$ cat src/rtl/seg7_rx_decoder.sv
// Receive-side seven-segment decoder: stability filter plus glyph-to-hex decode.
// Optional bad-pattern counter enabled by defining SEG7_RX_ERRCNT_EN.
module seg7_rx_decoder #(
  parameter int STABLE_CYCLES = 3,
  parameter int CNT_W         = 16,
  parameter int ERR_W         = 8
) (
  input  logic             clk,
  input  logic             rst,
  input  logic [6:0]       seg_i,
  output logic [3:0]       digit,
  output logic             digit_ok,
  output logic             blank,
  output logic             bad,
  output logic             upd,
  output logic [7:0]       upd_cnt,
  output logic [ERR_W-1:0] err_cnt
);

  localparam logic [CNT_W-1:0] STAB_MAX  = CNT_W'(STABLE_CYCLES);
  localparam logic [CNT_W-1:0] STAB_LAST = CNT_W'(STABLE_CYCLES - 1);

  logic [6:0]       seg_q;
  logic [6:0]       acc_seg;
  logic [CNT_W-1:0] stab_cnt;
  logic             armed;
  logic             accept;
  logic             changed;
  logic [3:0]       dec_val;
  logic             dec_ok;

  // seg_q equals seg_i at the accepting edge, so decoding seg_q is safe.
  always_comb begin
    dec_val = 4'h0;
    dec_ok  = 1'b1;
    case (seg_q)
      7'h7E: dec_val = 4'h0;
      7'h30: dec_val = 4'h1;
      7'h6D: dec_val = 4'h2;
      7'h79: dec_val = 4'h3;
      7'h33: dec_val = 4'h4;
      7'h5B: dec_val = 4'h5;
      7'h5F: dec_val = 4'h6;
      7'h70: dec_val = 4'h7;
      7'h7F: dec_val = 4'h8;
      7'h7B: dec_val = 4'h9;
      7'h77: dec_val = 4'hA;
      7'h1F: dec_val = 4'hB;
      7'h4E: dec_val = 4'hC;
      7'h3D: dec_val = 4'hD;
      7'h4F: dec_val = 4'hE;
      7'h47: dec_val = 4'hF;
      default: dec_ok = 1'b0;
    endcase
  end

  assign accept  = armed && (seg_i == seg_q) && (stab_cnt == STAB_LAST);
  assign changed = (seg_q != acc_seg);

  always_ff @(posedge clk or posedge rst) begin
    if (rst) begin
      seg_q    <= 7'h00;
      stab_cnt <= '0;
      acc_seg  <= 7'h00;
      armed    <= 1'b1;
      digit    <= 4'h0;
      digit_ok <= 1'b0;
      blank    <= 1'b0;
      bad      <= 1'b0;
      upd      <= 1'b0;
      upd_cnt  <= 8'h00;
    end else begin
      seg_q <= seg_i;
      upd   <= 1'b0;
      if (seg_i != seg_q) begin
        stab_cnt <= '0;
        armed    <= 1'b1;
      end else if (stab_cnt != STAB_MAX) begin
        stab_cnt <= stab_cnt + CNT_W'(1);
      end
      // One acceptance per stable run; armed is only re-set by a change.
      if (accept) begin
        armed    <= 1'b0;
        acc_seg  <= seg_q;
        upd      <= changed;
        digit_ok <= dec_ok;
        blank    <= (seg_q == 7'h00);
        bad      <= !dec_ok && (seg_q != 7'h00);
        if (changed) upd_cnt <= upd_cnt + 8'd1;
        if (dec_ok)  digit   <= dec_val;
      end
    end
  end

`ifdef SEG7_RX_ERRCNT_EN
  localparam logic [ERR_W-1:0] ERR_MAX = '1;

  always_ff @(posedge clk or posedge rst) begin
    if (rst) begin
      err_cnt <= '0;
    end else if (accept && !dec_ok && (seg_q != 7'h00) && (err_cnt != ERR_MAX)) begin
      err_cnt <= err_cnt + ERR_W'(1);
    end
  end
`else
  assign err_cnt = '0;
`endif

endmodule

$ cat config.mk
export PLATFORM = sky130hd
export DESIGN_NAME = seg7_rx_decoder
export DESIGN_NICKNAME = d
export VERILOG_FILES = /design/src/rtl/seg7_rx_decoder.sv
export SDC_FILE = /design/constraint.sdc
export NUM_CORES = 1
export LEC_CHECK = 0
export CELL_PAD_IN_SITES_DETAIL_PLACEMENT = 0
export CELL_PAD_IN_SITES_GLOBAL_PLACEMENT = 2
export CORE_AREA = 2 2 87 89
export CTS_CLUSTER_DIAMETER = 60
export DETAILED_ROUTE_END_ITERATION = 8
export DIE_AREA = 0 0 89 91
export PLACE_DENSITY = 0.86
export SLEW_MARGIN = 20
export SYNTH_ARGS = -nofsm -noshare
export SYNTH_HDL_FRONTEND = slang
export SYNTH_SLANG_ARGS = --single-unit
export TNS_END_PERCENT = 20
$ cat constraint.sdc
create_clock -name clk -period 4 [get_ports clk]
set_input_delay 0.8 -clock clk [delete_from_list [all_inputs] [get_ports clk]]
set_output_delay 0.8 -clock clk [all_outputs]
set_load 0.05 [all_outputs]
==> flow_summary.json <==
{
  "drc": 0,
  "drive_gt1_share_pct": 9.57,
  "rsz0062_at_grt": "false",
  "power.density_mw_per_mm2": 326,
  "post_cts_buffers": 0,
  "setup_viol": 0,
  "path_clk_slew_ns": 0.09,
  "hp-class": "flip-flop to flip-flop",
  "synthCells": 265,
  "synth-edff-count": 0,
  "max_freq_mhz": 377,
  "area_delta_synth_final_pct": 15.9,
  "crit_buf_inv": 1,
  "multi_input_area_mm2": 0.00129,
  "cpPeakStageDelay_ns": 0.68,
  "finalHoldViolations": 0,
  "yosysUniqueCellTypes": 50,
  "ff_latch_area_mm2": 0.00118,
  "gp_congestion": 0.770,
  "grtUsageTotal_pct": 13.4,
  "synth_top_area_share_pct": 44.5,
  "whs_ns": 0.474,
  "p_leak_nw": 1.22,
  "grt_max_degree": 48,
  "crit_fanout": 14,
  "ys_warn_count": 0,
  "cp.arrival_ns": 2.84,
  "final_util_pct": 42.0,
  "dp_hpwl_um": 3410,
  "fp.dieH_um": 91,
  "overflow": 0,
  "cts_buffers": 5,
  "yosysSeqAreaShare_pct": 45.5,
  "cts_tree": "built",
  "required_ns": 4.19,
  "cts_resized": 0,
  "die-width_um": 89,
  "grt_pass1_wl_um": 8690,
  "final-max-slew-violation-count": 0,
  "core_area_mm2": 0.00714,
  "htree_levels": 2,
  "num_rows": 31,
  "routed_via_density": 4.89,
  "worstSetupStartpointType": "input port",
  "critPathTopFamily": "simple AND/OR/NAND/NOR gates",
  "worst_slew_pin_slew_ns": 0.945,
  "io_buffer_count": 24,
  "clkSinkCount": 47,
  "synthFlopType": "dfrtp_1",
  "clk-insertion-delay-late_ns": 0.30,
  "design_area_mm2": 0.00300,
  "layout_commonest_cell": "dfrtp_1",
  "wl_per_cell_um": 13.0,
  "ys_top_cells_by_area": "dfrtp_1 44%, xnor2_1 8.1%, nand2_1 4.1%",
  "synth_top_area_cell": "dfrtp_1",
  "relSlewSlack_pct": 36.9,
  "routed_wl_um": 4950,
  "fillers": 726,
  "synth-seq-cells": 47,
  "worstSetupEndpointType": "flip-flop",
  "netlist_area_mm2": 0.00259,
  "initial_core_util_pct": 36.3,
  "crit_type": "input port to flip-flop",
  "cts_max_path_buffers": 2,
  "die_area_mm2": 0.00810,
  "drt-initial-drc-count": 92,
  "hold_buffers": 0,
  "insertedDiodeCount": 0,
  "ios": 33,
  "syn_avg_cell_area_um2": 9.76,
  "grt_pass1_vias": 1790,
  "ir_worst_vdd_v": 0.000239,
  "cp_cell_sequence": "clkdlybuf4s50_1 > xnor2_1 > nand4_1 > or4_4 > a21oi_4 > mux2_1",
  "finClkSkew_ns": 0.0107,
  "cts-root-buf": "clkbuf_8",
  "crit_slowest_cell": "or4_4",
  "detail-route-antenna-nets": 0,
  "status": "finished, final reports clean",
  "setup_tns_ns": 0,
  "maxCapViolations": 0,
  "vias": 1864,
  "final_cell_mix": "46 x dfrtp_1, 28 x nand2_1, 24 x xnor2_1, 24 x clkdlybuf4s50_1, 21 x nor2_1",
  "period_needed_ns": 2.65,
  "drtPass1Iterations": 4,
  "place_area_mm2": 0.00286,
  "antenna_found_initial": 0,
  "finalCritPeriodShare_pct": 66.4,
  "layout.nets": 293,
  "async_flop_share_pct": 100
}
[metal layers]
layer / share of wire [%] / track usage, % / up-vias / routed length, um
met5: 0 / 0 / - / 0
met4: 0.89 / 2.99 / 0 / 44
met3: 2.9 / 3.00 / 5 / 143
met2: 47 / 21.4 / 30 / 2350
met1: 49 / 18.6 / 899 / 2420
li1: - / - / 930 / -
[final timing paths]
kind,start,endpoint,slack (ns),cells after the start
setup / recovery,seg_i[2],digit[1],1.35,6
setup reg to reg,seg_q[3],digit[1],1.57,5
max in group asynchronous,rst,stab_cnt[3],2.38,2
min in group asynchronous,rst,upd_cnt[0],1.02,2
hold reg to reg,upd_cnt[7],upd_cnt[7],0.47,1
hold / removal,upd_cnt[7],upd_cnt[7],0.47,1
[final cells by class]
type,count,share of cell area [%]
inverter,6,0.751
clock buffer,5,2.30
clock inverter,3,2.25
tap,99,4.13
sequential,47,39.3
multi-input combinational,196,43.0
timing repair buffer,25,8.26
[power by group]
| group | internal [mW] | switching, mW | total (mW) |
|---|---|---|---|
| Sequential | 0.479 | 0.0178 | 0.496 |
| Clock | 0.249 | 0.165 | 0.415 |
| Combinational | 0.0241 | 0.0429 | 0.0670 |
| Total | 0.752 | 0.226 | 0.978 |
[logic make-up after synthesis]
family          count (synthesis)  synth area share [%]
other cells                     1                 0.145
mux                             5                  2.13
flops                          47                  45.5
simple gates                  116                  25.4
xor+xnor                       35                  11.8
fa+ha+maj                       3                  1.45
compound gates                 29                  7.88
buf+inv                        29                  5.66
[stage by stage]
step | worst slack, ns | power [mW] | instances
after floorplan | 1.71 | 0.561 | 272
after global routing | 1.21 | 1.02 | 381
after detailed placement | 1.02 | 0.574 | 373
after global placement | 1.04 | 0.574 | 373
after CTS | 1.34 | 0.992 | 381
final | 1.35 | 0.978 | 381
[worst register-to-register path, cell delays in order (launching register included)]
cell and delay [ns]:
dfrtp_1 0.72, xnor2_1 0.19, nand4_1 0.20, or4_4 0.68
a21oi_4 0.21, mux2_1 0.34
[synth_stat cells, types with 4 or more instances]
cell / instances
nand3_1: 12
buf_2: 6
nand4_1: 11
and3_1: 6
a21oi_1: 9
or2_2: 4
buf_1: 4
xnor2_1: 24
nor3_1: 5
nand2_1: 28
dfrtp_1: 46
clkbuf_1: 5
inv_1: 6
buf_4: 8
nor2_1: 21
xor2_1: 11
nand3b_1: 4
[flip-flops by register name, summed over array words and instances, names as in the netlist, 4 cells and up]
| signal | flops |
|---|---|
| seg_q | 7 |
| upd_cnt | 8 |
| acc_seg | 7 |
| stab_cnt | 16 |
| digit | 4 |
Note: power is estimated with default switching activity, not from simulation.
